$ cat src/rtl/sort_pkg.sv
// Shared types and width helpers for the streaming top-K tracker.
package sort_pkg;
  localparam int MAX_K = 64;

  typedef enum logic {ACCUM = 1'b0, DUMP = 1'b1} state_e;

  function automatic int cnt_w(input int k);
    return $clog2(k + 1);
  endfunction

  function automatic int sum_w(input int w, input int k);
    return w + $clog2(k);
  endfunction
endpackage

$ cat src/rtl/sort_topk_cell.sv
// One slot of the descending sorted array. It holds an entry and its valid bit.
// It either keeps its value, loads the new sample, or takes its upper neighbour's value.
module sort_topk_cell #(
  parameter int W = 12
) (
  input  logic         clk,
  input  logic         rst_x,
  input  logic         ins_i,
  input  logic         clr_i,
  input  logic [W-1:0] din_i,
  input  logic         up_ge_i,
  input  logic [W-1:0] up_s_i,
  input  logic         up_v_i,
  output logic         ge_o,
  output logic [W-1:0] s_o,
  output logic         v_o,
  output logic [W-1:0] s_nxt_o
);
  logic [W-1:0] s_q, s_d;
  logic         v_q, v_d;

  // Ties count as >=, so a new sample lands after its equals.
  assign ge_o = v_q && (s_q >= din_i);

  always_comb begin
    s_d = s_q;
    v_d = v_q;
    if (clr_i) begin
      s_d = '0;
      v_d = 1'b0;
    end else if (ins_i && !ge_o) begin
      if (up_ge_i) begin
        s_d = din_i;
        v_d = 1'b1;
      end else begin
        s_d = up_s_i;
        v_d = up_v_i;
      end
    end
  end

  always_ff @(posedge clk) begin
    if (!rst_x) begin
      s_q <= '0;
      v_q <= 1'b0;
    end else begin
      s_q <= s_d;
      v_q <= v_d;
    end
  end

  assign s_o     = s_q;
  assign v_o     = v_q;
  assign s_nxt_o = s_d;
endmodule

$ cat src/rtl/sort_topk.sv
// Streaming top-K tracker. It keeps the K largest samples of a frame, sorted in descending order.
// On frame end it drains them, largest first, over a valid/ready port.
module sort_topk
  import sort_pkg::*;
#(
  parameter  int W  = 12,
  parameter  int K  = 16,
  localparam int CW = cnt_w(K),
  localparam int SW = sum_w(W, K)
) (
  input  logic          clk,
  input  logic          rst_x,
  input  logic          DataEn,
  input  logic [W-1:0]  DataIn,
  input  logic          FrameEnd,
  output logic [W-1:0]  DataMax,
  output logic [W-1:0]  DataMin,
  output logic [SW-1:0] DataSumOut,
  output logic [CW-1:0] Count,
  output logic          Busy,
  output logic          DropPulse,
  output logic          OutValid,
  output logic [W-1:0]  OutData,
  output logic          OutLast,
  input  logic          OutReady
);
  logic [K-1:0]        ge, v;
  logic [K-1:0][W-1:0] s, s_nxt;
  logic                ins, clr;
  logic [W-1:0]        evict;

  state_e        state_q, state_d;
  logic [CW-1:0] idx_q, idx_d, cnt_q, cnt_d;
  logic [SW-1:0] sum_q, sum_d;
  logic [W-1:0]  min_q, min_d, od_q, od_d;
  logic          ov_q, ov_d, ol_q, ol_d, drop_q, drop_d, busy_q, busy_d;

  for (genvar i = 0; i < K; i++) begin : g_cell
    if (i == 0) begin : g_head
      sort_topk_cell #(.W(W)) u_cell (
        .clk(clk), .rst_x(rst_x), .ins_i(ins), .clr_i(clr), .din_i(DataIn),
        .up_ge_i(1'b1), .up_s_i('0), .up_v_i(1'b0),
        .ge_o(ge[i]), .s_o(s[i]), .v_o(v[i]), .s_nxt_o(s_nxt[i])
      );
    end else begin : g_body
      sort_topk_cell #(.W(W)) u_cell (
        .clk(clk), .rst_x(rst_x), .ins_i(ins), .clr_i(clr), .din_i(DataIn),
        .up_ge_i(ge[i-1]), .up_s_i(s[i-1]), .up_v_i(v[i-1]),
        .ge_o(ge[i]), .s_o(s[i]), .v_o(v[i]), .s_nxt_o(s_nxt[i])
      );
    end
  end

  always_comb begin
    state_d = state_q;
    idx_d   = idx_q;
    cnt_d   = cnt_q;
    sum_d   = sum_q;
    min_d   = min_q;
    ov_d    = ov_q;
    od_d    = od_q;
    ol_d    = ol_q;
    drop_d  = 1'b0;
    ins     = 1'b0;
    clr     = 1'b0;
    evict   = '0;
    unique case (state_q)
      ACCUM: begin
        ins = DataEn;
        // The sample lands in the array unless the array is full and the sample is <= the tail.
        if (DataEn && !ge[K-1]) begin
          if (v[K-1]) evict = s[K-1];
          else        cnt_d = cnt_q + 1'b1;
          sum_d = sum_q + SW'(DataIn) - SW'(evict);
          for (int i = 0; i < K; i++)
            if (CW'(i) + 1'b1 == cnt_d) min_d = s_nxt[i];
        end
        if (FrameEnd && cnt_d != '0) begin
          state_d = DUMP;
          idx_d   = '0;
          ov_d    = 1'b1;
          od_d    = s_nxt[0];
          ol_d    = (cnt_d == CW'(1));
        end
      end
      DUMP: begin
        drop_d = DataEn;
        if (ov_q && OutReady) begin
          if (ol_q) begin
            clr     = 1'b1;
            state_d = ACCUM;
            idx_d   = '0;
            cnt_d   = '0;
            sum_d   = '0;
            min_d   = '0;
            ov_d    = 1'b0;
            od_d    = '0;
            ol_d    = 1'b0;
          end else begin
            idx_d = idx_q + 1'b1;
            for (int i = 0; i < K; i++)
              if (CW'(i) == idx_d) od_d = s[i];
            ol_d = (idx_d + 1'b1 == cnt_q);
          end
        end
      end
      default: state_d = ACCUM;
    endcase
    busy_d = (state_d == DUMP);
  end

  always_ff @(posedge clk) begin
    if (!rst_x) begin
      state_q <= ACCUM;
      idx_q   <= '0;
      cnt_q   <= '0;
      sum_q   <= '0;
      min_q   <= '0;
      ov_q    <= 1'b0;
      od_q    <= '0;
      ol_q    <= 1'b0;
      drop_q  <= 1'b0;
      busy_q  <= 1'b0;
    end else begin
      state_q <= state_d;
      idx_q   <= idx_d;
      cnt_q   <= cnt_d;
      sum_q   <= sum_d;
      min_q   <= min_d;
      ov_q    <= ov_d;
      od_q    <= od_d;
      ol_q    <= ol_d;
      drop_q  <= drop_d;
      busy_q  <= busy_d;
    end
  end

  assign DataMax    = s[0];
  assign DataMin    = min_q;
  assign DataSumOut = sum_q;
  assign Count      = cnt_q;
  assign Busy       = busy_q;
  assign DropPulse  = drop_q;
  assign OutValid   = ov_q;
  assign OutData    = od_q;
  assign OutLast    = ol_q;
endmodule

$ cat config.mk
export PLATFORM = sky130hd
export DESIGN_NAME = sort_topk
export DESIGN_NICKNAME = d
export VERILOG_FILES = /design/src/rtl/sort_pkg.sv /design/src/rtl/sort_topk_cell.sv /design/src/rtl/sort_topk.sv
export SDC_FILE = /design/constraint.sdc
export NUM_CORES = 1
export LEC_CHECK = 0
export BUFFER_PORTS_ARGS = -buffer_cell sky130_fd_sc_hd__buf_2
export CORE_MARGIN = 4
export CORE_UTILIZATION = 45
export CTS_CLUSTER_SIZE = 14
export DETAILED_ROUTE_END_ITERATION = 10
export RECOVER_POWER = 100
export SYNTH_ARGS = -nofsm -noshare
export SYNTH_HDL_FRONTEND = slang
export SYNTH_SLANG_ARGS = --single-unit
$ cat constraint.sdc
create_clock -name clk -period 3.5 [get_ports clk]
set_input_delay 0.175 -clock clk [delete_from_list [all_inputs] [get_ports clk]]
set_output_delay 0.175 -clock clk [all_outputs]
set_load 0.02 [all_outputs]
# Word level (Yosys, flattened, before mapping)
# Index checks and enable logic that the tools add are counted.
# W data, S select, Z words.
# word_totals
reg_bits	262
inputBits	17
output_inout_bits	61
# op_classes
n_bitwise	2
order_cmp	16
n_addsub	5
n_mux	137
n_eq_ne	39
n_reduce_logical	61
# op_table
operator	count
$mux W12	88
$ge A12 B12 Y1	16
$eq A4 B5 Y1 const A	16
$mux W5	10
$mux W16	3
$pmux W12 S2	2
$eq A3 B5 Y1 const A	8
$logic_and A1 B1 Y1	35
$pmux W16 S2	1
$mux W1	28
$eq A2 B5 Y1 const A	4
$pmux W5 S2	2
$ne A18 B2 Y1 const B	1
$ne A17 B17 Y1 const B	1
$add A16 B12 Y16	1
$logic_not A1 Y1	16
$sub A16 B12 Y16	1
$add A5 B1 Y5 const B	3
$eq A1 B5 Y1 const A	2
$reduce_and A3 Y1	3
$ne A2 B2 Y1 const B	3
$pmux W1 S2	3
$reduce_and A2 Y1	3
$eq A5 B1 Y1 const B	1
8 further kinds	9

# Depth between registers and ports, before layout
# depth
depth_word	25
ltp_mapped	18
depth_no_buf	16

# Hierarchy
# A second synthesis with hierarchy kept.
# unflattened
hier_cells	3505
hier_area_um2	27097.2
# by_module_without_submodules
mod	area_per_inst_um2	cells_per_inst	n_inst	seq_area_each_um2
sort_topk_cell	1197.4	144	16	260.2
sort_topk	7938.9	1201	1	1081.0

# Least setup slack after synthesis
# OpenSTA, ideal clock, no wires.
# synth_path
kind	reg-to-reg
start	register g_cell[15].g_body.u_cell.v_q
end	register sum_q[15] (netlist: DataSumOut[15])
path_slack_ns	-0.423
arrival_time_ns	3.832
required_ns	3.409
path_buffers	3
synth_period_minus_slack_ns	3.923
stages_incl_launch_ff	18
setup_ns	0.091
cell_sequence	dfxtp_1 -> buf_4 -> clkbuf_1 -> clkbuf_1 -> and2_1 -> fa_1 -> inv_1 -> ha_1 -> a21o_1 -> a2111oi_0 -> nor3_1 -> a41o_1 -> o41a_1 -> a41oi_1 -> nor3b_1 -> a21oi_1 -> a31oi_1 -> a311oi_1
# synth_between
elab_chain_len	6
# synth_lines
element	line	source
from (decl)	sort_topk_cell.sv:20	logic v_q, v_d;
from (signal assigned)	sort_topk_cell.sv:48	v_q <= v_d;
$mux W12	sort_topk.sv:72	if (v[K-1]) evict = s[K-1];
$mux W12	sort_topk.sv:71	if (DataEn && !ge[K-1]) begin
$mux W12	sort_topk.sv:67	unique case (state_q)
$sub A16 B12 Y16	sort_topk.sv:74	sum_d = sum_q + SW'(DataIn) - SW'(evict);
$mux W16	sort_topk.sv:71	
$pmux W16 S2	sort_topk.sv:67	
to (signal assigned)	sort_topk.sv:128	sum_q <= sum_d;
to (decl)	sort_topk.sv:34	logic [SW-1:0] sum_q, sum_d;
# Several ways; a longest one is shown, not always the timed one. The select of a mux whose other input is x is not followed.
# A chain may end at the register's enable or synchronous reset.

==> flow_metrics.py <==
metrics = {
    "floorplan": {
        "core_area_um2": 46800,
        "die_h_um": 226,
        "fp-row-count": 79,
        "die_w_um": 226,
        "io_pins": 78,
        "initial_core_util_pct": 45.8,
        "die_area_um2": 51100,
    },
    "global_routing": {
        "grt_antenna_before_repair": 0,
        "grt_first_pass_wirelength_mm": 169,
        "grt_remaining_overflow": 0,
        "grt_pass1_vias": 25900,
        "grt_util_all_layers_pct": 44.3,
        "grt_max_degree": 70,
    },
    "clock_tree": {
        "cts_tree": "done",
        "cts_max_path_buffers": 3,
        "clk_latency_ns": 0.59,
        "numCtsBuffers": 36,
        "cts_sinks": 262,
        "cts_root_buf": "clkbuf_16",
        "htreeDepth": 2,
        "clk_pin_slew_worst_paths_ns": 0.06,
    },
    "synthesis": {
        "synthXorXnorAreaFrac_pct": 1.19,
        "synth-edff-count": 0,
        "synth-simple-area-share_pct": 19.5,
        "synth_area_leaders": "dfxtp_1 (25%), ha_1 (13%), mux2i_1 (6.2%)",
        "synth.mux.area_fraction_pct": 7.59,
        "synthArstFlopShare_pct": 0,
        "synth_fp_nets": 3009,
        "synth_flop_cell": "dfxtp_1",
        "ys_ff_latch": 262,
        "syn_area_um2": 21400,
        "synthAdderAreaFrac_pct": 13.8,
        "synth_top_area_share_pct": 24.5,
        "synth_warnings": 0,
        "synth_most_common_cell": "nor2_1",
        "syn_inst": 2764,
        "yosys.area.top_type": "dfxtp_1",
        "synth_compound_area_share_pct": 28.6,
        "ys_seq_area_share_pct": 24.5,
        "avgSynthCellArea_um2": 7.74,
        "synth_top_family_by_area": "compound AO/OA/AOI/OAI gates",
        "synth.distinct_cells": 92,
        "synth_commonest_cells": "nor2_1 (347), dfxtp_1 (262), a21oi_1 (224)",
    },
    "final_layout": {
        "multiInputGateArea_um2": 16200,
        "fillerInstances": 4118,
        "finish.utilization_pct": 63.8,
        "layout-drive-gt1-share_pct": 29.6,
        "syn_to_final_growth_pct": 39.4,
        "final_cells": 4078,
        "n_antenna_cell": 0,
        "nets": 3689,
        "regArea_um2": 5260,
    },
    "critical_path": {
        "critPathLaunchType": "flip-flop",
        "crit_required_ns": 3.92,
        "ff2ff_path_depth": 8,
        "path_class": "flip-flop to flip-flop",
        "arrival_ns": 4.04,
        "cp_max_fo": 37,
        "end_kind": "flip-flop",
    },
    "placed_design": {
        "gp_congestion": 1.08,
        "dp_cells": 3980,
        "portBuffers": 77,
        "place_hpwl_mm": 91.8,
    },
    "flow_run": {
        "cap_viol_max_count": 0,
    },
    "pwr": {
        "p_per_area_nw_per_um2": 444,
        "p_clk_share_pct": 29.1,
        "p_int_uw": 8020,
        "pwr-share-comb_pct": 43.0,
        "p_sw_share_pct": 39.3,
        "seq_power_share_pct": 27.9,
        "p_sw_uw": 5200,
        "power_leakage_uw": 0.0131,
        "worst_ir_drop_vdd_mv": 0.329,
    },
    "timing": {
        "period_share_pct": 103,
        "hold_ws_ns": 0.0638,
        "worst_pin_slew_ns": 1.18,
        "layout_min_cycle_time_ns": 3.62,
        "hold_viol": 0,
        "setup-violations-final": 27,
        "slew_viol_final": 0,
        "skew_ns": 0.0352,
        "finalSetupTns_ns": -1.53,
        "rsz0062_at_grt": "yes",
        "slew_headroom_pct": 21.4,
        "max_freq_ghz": 0.276,
        "layout_setup_ws_ns": -0.119,
    },
    "drt": {
        "remaining_drc_errors": 0,
        "dr.pass1.iters": 10,
        "wl_mm": 119,
        "ant_nets": 0,
        "wire_per_inst_um": 29.1,
        "viasPerCell": 6.60,
        "drt_iter0_drc": 3819,
        "num_vias": 26900,
    },
    "outcome": {
        "status": "complete, but fails checks",
        "failed_checks": "setup timing",
    },
    "worst_hold_path": {
        "hp-class": "input pin to flip-flop",
        "min_path_cells": 3,
    },
}
==> layout by cell type (no fill, tap or decap), types with 23 or more instances in the layout <==
master,Yosys,routed
nor3_1,81,70
dfxtp_1,262,249
and2_1,76,50
o211ai_1,61,61
a211oi_1,79,68
mux2i_1,133,120
inv_1,91,86
a21o_1,27,27
clkbuf_16,0,37
o21ai_0,192,167
and2_0,0,23
o21ai_1,8,24
clkbuf_1,127,80
nor2_1,347,339
ha_1,216,203
o21a_1,32,31
a21oi_1,224,207
nand2_1,210,207
a31oi_1,42,34
nand3_1,56,54
buf_4,4,686
o22ai_1,35,31
==> kinds of logic (layout without fill, tap and decap cells) <==
| family | count (synthesis) | count (layout) |
|---|---|---|
| multiplexers | 159 | 159 |
| buffers and inverters | 263 | 970 |
| flip-flops | 262 | 262 |
| XOR/XNOR | 26 | 26 |
| AO/OA/AOI/OAI | 923 | 923 |
| AND/OR/NAND/NOR | 903 | 903 |
| adder cells (fa/ha/maj) | 228 | 228 |
==> final cells by class <==
type                    count  area share (%)
clock inverters            10           0.378
well taps                 607            2.55
clock buffers              55            3.60
inverters                  91            1.17
repair buffers            814            20.4
multi-input cells        2239            54.2
flip-flops and latches    262            17.7
==> flip-flops by register name, indices dropped and copies added (netlist names) <==
signal and cells:
Count 5, Busy 1, OutData 12, idx_q 5, DropPulse 1, g_cell.g_body.u_cell.v_o 15
OutLast 1, DataMin 12, DataSumOut 16, g_cell.g_body.u_cell.s_o 180, g_cell.g_head.u_cell.v_o 1, g_cell.g_head.u_cell.s_o 12
OutValid 1
==> repair_timing <==
action,4_1_cts,5_1_grt
pin swaps,27,66
gates resized for setup,55,177
setup endpoints to repair,13,25
hold buffers,2,0
hold endpoints to repair,2,0
setup buffers,8,23
==> path summary, 6_finish.rpt <==
check	start	to	slack [ns]
max	Busy	g_cell[3].g_body.u_cell.s_o[11]	-0.12
min	FrameEnd	Busy	0.06
max reg2reg	Busy	g_cell[3].g_body.u_cell.s_o[11]	-0.12
min reg2reg	g_cell[13].g_body.u_cell.v_o	g_cell[13].g_body.u_cell.v_o	0.50
==> critical path: stages (launching register included) <==
cell and delay (ns):
dfxtp_1 0.40, buf_4 0.31, nand4_1 0.46, clkbuf_1 0.34
clkbuf_1 0.34, nand2_1 0.88, buf_12 0.32, buf_4 0.27
nor2_1 0.09
==> per-stage QoR <==
| step | total power, µW | worst slack [ns] | area, µm² |
|---|---|---|---|
| after floorplan | 6320 | -0.0615 | 21500 |
| after global placement | 8760 | -0.709 | 27500 |
| after detailed placement | 8870 | -0.786 | 27500 |
| after CTS | 12800 | -0.0260 | 29000 |
| after global routing | 13700 | -0.192 | 29800 |
| final | 13200 | -0.119 | 29800 |
==> metal layers <==
layer	vias to the layer above	wire, µm	track usage, %
li1	11700	-	-
met5	-	0	0
met4	0	9100	27.9
met3	528	14200	11.4
met1	12800	44900	56.5
met2	1957	50300	66.9
==> power by group through the flow <==
stage	combinational (µW)	sequential, µW	clock (µW)
floorplan	2590	3740	0
global placement	5060	3700	0
detailed placement	5160	3710	0
CTS	5320	3650	3850
global route	6040	3690	3950
finish	5690	3690	3850
Power figures use the tool's default switching activity.
